==> config.mk <==
export PLATFORM = sky130hd
export DESIGN_NAME = pwm_deadtime_core
export DESIGN_NICKNAME = d
export VERILOG_FILES = /design/src/rtl/pwm_deadtime_core.sv
export SDC_FILE = /design/constraint.sdc
export NUM_CORES = 1
export LEC_CHECK = 0
export CAP_MARGIN = 15
export CORE_MARGIN = 1
export CORE_UTILIZATION = 30
export DETAILED_ROUTE_END_ITERATION = 8
export PLACE_DENSITY = 0.58
export SLEW_MARGIN = 20
export SYNTH_ARGS = -nofsm -noshare
export SYNTH_HDL_FRONTEND = slang
export SYNTH_SLANG_ARGS = --single-unit
==> constraint.sdc <==
create_clock -name clk -period 4 [get_ports clk]
set_input_delay 0.6 -clock clk [delete_from_list [all_inputs] [get_ports clk]]
set_output_delay 0.6 -clock clk [all_outputs]
set_load 0.005 [all_outputs]
==> src/rtl/pwm_deadtime_core.sv <==
// Complementary high/low gate drive with per-channel programmable dead time and a latched fault shutdown.
// Define PWM_DT_POL_EN to add the per-output polarity register at address 0x03.
module pwm_deadtime_core #(
    parameter int               CH     = 6,
    parameter int               DT_W   = 16,
    parameter logic [DT_W-1:0]  DT_RST = 16'd10
) (
    input  logic          clk,
    input  logic          reset,
    input  logic          cs,
    input  logic          read,
    input  logic          write,
    input  logic [4:0]    reg_addr,
    input  logic [31:0]   wr_data,
    output logic [31:0]   rd_data,
    input  logic [CH-1:0] pwm_in,
    input  logic          fault_in,
    output logic [CH-1:0] pwm_hi,
    output logic [CH-1:0] pwm_lo
);

    localparam logic [2:0] ST_OFF   = 3'd0;
    localparam logic [2:0] ST_LO_ON = 3'd1;
    localparam logic [2:0] ST_DT_H  = 3'd2;
    localparam logic [2:0] ST_HI_ON = 3'd3;
    localparam logic [2:0] ST_DT_L  = 3'd4;

    logic            en_r;
    logic            fault_r;
    logic [DT_W-1:0] dt_r;
    logic [2:0]      state_r     [CH];
    logic [DT_W-1:0] cnt_r       [CH];
    logic [2:0]      state_nxt_s [CH];
    logic [DT_W-1:0] cnt_nxt_s   [CH];
    logic [CH-1:0]   hi_nxt_s;
    logic [CH-1:0]   lo_nxt_s;
    logic [CH-1:0]   hi_r;
    logic [CH-1:0]   lo_r;
    logic [CH-1:0]   pol_hi_s;
    logic [CH-1:0]   pol_lo_s;
    logic            wr_s;
    logic            active_s;
    logic            unused_s;

    assign wr_s     = cs & write;
    assign active_s = en_r & ~fault_r;
    assign unused_s = read ^ (^wr_data);
    assign pwm_hi   = hi_r;
    assign pwm_lo   = lo_r;

    // Control, dead-time and fault latch registers; a fault set beats a simultaneous clear.
    always_ff @(posedge clk) begin
        if (reset) begin
            en_r    <= 1'b0;
            dt_r    <= DT_RST;
            fault_r <= 1'b0;
        end else begin
            if (wr_s && reg_addr == 5'h00) begin
                en_r <= wr_data[0];
            end
            if (wr_s && reg_addr == 5'h01) begin
                dt_r <= wr_data[DT_W-1:0];
            end
            if (fault_in) begin
                fault_r <= 1'b1;
            end else if (wr_s && reg_addr == 5'h00 && wr_data[1]) begin
                fault_r <= 1'b0;
            end
        end
    end

`ifdef PWM_DT_POL_EN
    logic [CH-1:0] pol_hi_r;
    logic [CH-1:0] pol_lo_r;

    // Output polarity register.
    always_ff @(posedge clk) begin
        if (reset) begin
            pol_hi_r <= {CH{1'b0}};
            pol_lo_r <= {CH{1'b0}};
        end else if (wr_s && reg_addr == 5'h03) begin
            pol_hi_r <= wr_data[CH-1:0];
            pol_lo_r <= wr_data[CH+15:16];
        end
    end

    assign pol_hi_s = pol_hi_r;
    assign pol_lo_s = pol_lo_r;
`else
    assign pol_hi_s = {CH{1'b0}};
    assign pol_lo_s = {CH{1'b0}};
`endif

    // Per-channel next-state and dead-time counter; loss of active forces OFF ahead of all else.
    always_comb begin
        for (int i = 0; i < CH; i++) begin
            state_nxt_s[i] = state_r[i];
            cnt_nxt_s[i]   = cnt_r[i];
            if (!active_s) begin
                state_nxt_s[i] = ST_OFF;
                cnt_nxt_s[i]   = {DT_W{1'b0}};
            end else begin
                case (state_r[i])
                    ST_OFF: begin
                        if (pwm_in[i]) begin
                            state_nxt_s[i] = ST_DT_H;
                            cnt_nxt_s[i]   = dt_r;
                        end else begin
                            state_nxt_s[i] = ST_LO_ON;
                        end
                    end
                    ST_LO_ON: begin
                        if (pwm_in[i]) begin
                            state_nxt_s[i] = ST_DT_H;
                            cnt_nxt_s[i]   = dt_r;
                        end else begin
                            state_nxt_s[i] = ST_LO_ON;
                        end
                    end
                    ST_DT_H: begin
                        if (!pwm_in[i]) begin
                            state_nxt_s[i] = ST_LO_ON;
                        end else if (cnt_r[i] == {DT_W{1'b0}}) begin
                            state_nxt_s[i] = ST_HI_ON;
                        end else begin
                            cnt_nxt_s[i] = cnt_r[i] - {{(DT_W-1){1'b0}}, 1'b1};
                        end
                    end
                    ST_HI_ON: begin
                        if (!pwm_in[i]) begin
                            state_nxt_s[i] = ST_DT_L;
                            cnt_nxt_s[i]   = dt_r;
                        end else begin
                            state_nxt_s[i] = ST_HI_ON;
                        end
                    end
                    ST_DT_L: begin
                        if (pwm_in[i]) begin
                            state_nxt_s[i] = ST_HI_ON;
                        end else if (cnt_r[i] == {DT_W{1'b0}}) begin
                            state_nxt_s[i] = ST_LO_ON;
                        end else begin
                            cnt_nxt_s[i] = cnt_r[i] - {{(DT_W-1){1'b0}}, 1'b1};
                        end
                    end
                    default: begin
                        state_nxt_s[i] = ST_OFF;
                        cnt_nxt_s[i]   = {DT_W{1'b0}};
                    end
                endcase
            end
        end
    end

    // Output decode of the next state so gates switch on the same edge as the FSM.
    always_comb begin
        for (int i = 0; i < CH; i++) begin
            hi_nxt_s[i] = (state_nxt_s[i] == ST_HI_ON) ^ pol_hi_s[i];
            lo_nxt_s[i] = (state_nxt_s[i] == ST_LO_ON) ^ pol_lo_s[i];
        end
    end

    // FSM state, counters and gate output flops.
    always_ff @(posedge clk) begin
        if (reset) begin
            for (int i = 0; i < CH; i++) begin
                state_r[i] <= ST_OFF;
                cnt_r[i]   <= {DT_W{1'b0}};
            end
            hi_r <= {CH{1'b0}};
            lo_r <= {CH{1'b0}};
        end else begin
            for (int i = 0; i < CH; i++) begin
                state_r[i] <= state_nxt_s[i];
                cnt_r[i]   <= cnt_nxt_s[i];
            end
            hi_r <= hi_nxt_s;
            lo_r <= lo_nxt_s;
        end
    end

    // Register read mux, decoded from the address alone.
    always_comb begin
        rd_data = 32'd0;
        case (reg_addr)
            5'h00: rd_data[0] = en_r;
            5'h01: rd_data[DT_W-1:0] = dt_r;
            5'h02: begin
                rd_data[0]      = fault_r;
                rd_data[CH+7:8] = pwm_in;
            end
`ifdef PWM_DT_POL_EN
            5'h03: begin
                rd_data[CH-1:0]   = pol_hi_s;
                rd_data[CH+15:16] = pol_lo_s;
            end
`endif
            default: rd_data = 32'd0;
        endcase
    end

endmodule

==> metrics <==
status=complete, no violations; min-delay worst type=flip-flop to flip-flop; CP Cell Sequence=clkdlybuf4s50_1 -> or4_1 -> nor2_1 -> buf_4 -> a22o_1 -> clkdlybuf4s50_1; largest net degree at the start of global routing=22; DIE WIDTH=about 170 um; global route overflow=0; post-synth cell types=91; ys flop type=dfxtp_1; die area=roughly 30,000 um^2; area delta synth->final=15.7%; Crit. End Element=output port; vias in the first global route=slightly below 8,000; cts repair resizes=0; period utilization=0.852; clk sink count=between 100 and 150; ant diodes=0; detailed placer's ending HPWL=between 15 and 20 mm; worst reg-to-reg path cell count=8; Detail Route Antenna Nets=0; htree depth=4; Final GP Congestion=approximately 0.85; Yosys Warn Count=0; drt initial violations=between 800 and 900; RR Startpoint=cnt_r[1][0]$_SDFFE_PP0P_; share of async-settable or async-resettable flops after synthesis=0; CTS root buf=clkbuf_16; NumNets Final=1,178; Placed Cells=roughly 1,500; Worst path most repeated cell=clkdlybuf4s50_1; PortBufs=59; CTS clk-pin slew, worst paths=approximately 0.06 ns; peak supply drop=a little under 0.0003 V; critical path fanouts, max=5; Slew HR=0.308; minimum clock period after layout=approximately 3.4 ns; Crit path arrival time=approximately 2.8 ns; flop-to-flop setup slack=about 1.3 ns; WP data required=~3.4 ns; Initial Util=0.306; Slowest cell on crit path=or4_1; first-pass GRT wire length=approximately 44 mm; Via density=approximately 5.7; clk_lat worst skew=0.43 ns; Cells after Synth=roughly 1,100; actual slew at the worst max-slew pin=~1.0 ns; synthesized cell area=~8800 um^2; top-count cell post-synth=dfxtp_1; category of the most critical setup path=input port to output port; Core Rows=between 60 and 70; Die Y=173 um; Startpoint Class=input port; Post-route DRC=0; Setup Fix Bufs, Post-CTS=0; CTS max path bufs=2; sequential cell area fraction in the yosys report=0.327; Hold Vio Cnt, Final=0; DRT Wirelength=about 28 mm; syn_area_per_cell=8.00 um^2; Yosys top cell area share=0.327; Leakage Power=0.00360 uW; Via Count=about 8,600; Util after Layout=0.354; Pre-Repair DR Iteration Count=5; fin. max-slew vios=0; Yosys top cell by area=dfxtp_1; #FFs+latches synth=between 100 and 150; Max-Cap Viols=0; I/O pin count=93; Worst Setup SP=reg_addr[1]; WL per Instance=approximately 19 um; Critical Path End=rd_data[9]; pwr/cell area=320 nW/um^2; Commonest cells post-synth=dfxtp_1 (144), nand2_1 (101), nor2_1 (89), a21oi_1 (82), clkbuf_1 (48); Non-Filler Instances=1,514; worst clock skew=about 0.0099 ns; CTS Hold Buffers Added=0; Area contributors post-synth=dfxtp_1 (33%), a21oi_1 (4.7%), nand2_1 (4.3%); number of synthesized flops with an enable pin=0; worst reg2reg path endpoint=cnt_r[1][10]$_SDFFE_PP0P_; Achievable Freq=between 0.2 and 0.3 GHz; RSZ-0062 raised after global routing=false; initial antenna violation count=0; CP peak stage delay=0.63 ns; layout cells sized above 1=0.0796; Overall Global Routing Usage=0.186; CTS tree=done; Num CTS Buffers=17; setup TNS=0 ns; core area=28,800 um^2; setup violators final=0
how the worst min path moves through the flow:
stage / startpoint / to / slack, ns / depth (start not counted)
6_report: cnt_r[2][11]$_SDFFE_PP0P_ / cnt_r[2][11]$_SDFFE_PP0P_ / 0.47 / 2
3_3_place_gp: cnt_r[2][11]$_SDFFE_PP0P_ / cnt_r[2][11]$_SDFFE_PP0P_ / 0.45 / 2
3_5_place_dp: cnt_r[2][11]$_SDFFE_PP0P_ / cnt_r[2][11]$_SDFFE_PP0P_ / 0.46 / 2
2_1_floorplan: cnt_r[2][11]$_SDFFE_PP0P_ / cnt_r[2][11]$_SDFFE_PP0P_ / 0.44 / 2
4_1_cts: cnt_r[2][11]$_SDFFE_PP0P_ / cnt_r[2][11]$_SDFFE_PP0P_ / 0.47 / 2
5_1_grt: cnt_r[2][11]$_SDFFE_PP0P_ / cnt_r[2][11]$_SDFFE_PP0P_ / 0.49 / 2
per-stage QoR:
| stage | total power, uW | hold WS [ns] | setup WS [ns] | area, um^2 |
|---|---|---|---|---|
| final | 3260 | 0.469 | 0.590 | 10200 |
| after floorplan | 1550 | 0.435 | 1.49 | 8860 |
| after CTS | 3280 | 0.472 | 0.615 | 10200 |
| after detailed placement | 1600 | 0.463 | 0.638 | 9580 |
| after global placement | 1600 | 0.452 | 0.647 | 9570 |
| after global routing | 3360 | 0.491 | 0.513 | 10200 |
sequential cells by signal, indices dropped and copies added (netlist names):
register and count:
pwm_lo 6, pwm_hi 6, fault_r 1, dt_r 16, cnt_r 96, en_r 1
state_r 18
critical path: cells and delay by family:
kind	cells	cell delay, ns
simple gates	2	0.81
compound gates	1	0.24
buf+inv	3	1.14
placed cells by master, fill, tap and decap left out, types with 17 or more instances in the layout:
master / instances
clkbuf_16: 17
a211oi_1: 21
a21oi_1: 81
xnor2_1: 21
dfxtp_1: 144
buf_4: 20
o21ai_0: 46
a22oi_1: 29
nor2_1: 88
inv_1: 30
nand3_1: 32
and2_1: 23
o2bb2ai_1: 17
nand2_1: 101
a32o_1: 23
nor3_1: 43
clkdlybuf4s50_1: 59
area by class of cell:
type | count | area (um^2)
well taps | 384 | 480
clock inverters | 11 | 164
repair buffers | 79 | 741
clock buffers | 20 | 447
multi-input cells | 845 | 5350
fillers | 2980 | 18600
flip-flops and latches | 144 | 2880
inverters | 31 | 121
routing by layer:
metal | share of wire | vias up | global-route usage
met4 | 0.015 | 0 | 0.0575
li1 | - | 4133 | -
met2 | 0.43 | 288 | 0.278
met3 | 0.072 | 28 | 0.0279
met1 | 0.48 | 4154 | 0.273
met5 | 0 | - | 0
cells by family after synthesis:
group / Yosys count / synth area share
simple gates: 431 / 0.266
compound gates: 343 / 0.273
flops: 144 / 0.327
buf+inv: 127 / 0.0726
xor+xnor: 34 / 0.0338
fa+ha+maj: 11 / 0.0156
mux: 10 / 0.0116
other cells: 1 / 0.000426
power breakdown:
group,internal (uW),switching [uW]
sequential,1440,4.46
clock,1050,641
combinational,55.8,69.2
total,2540,715
(Power assumes the default switching activity.)
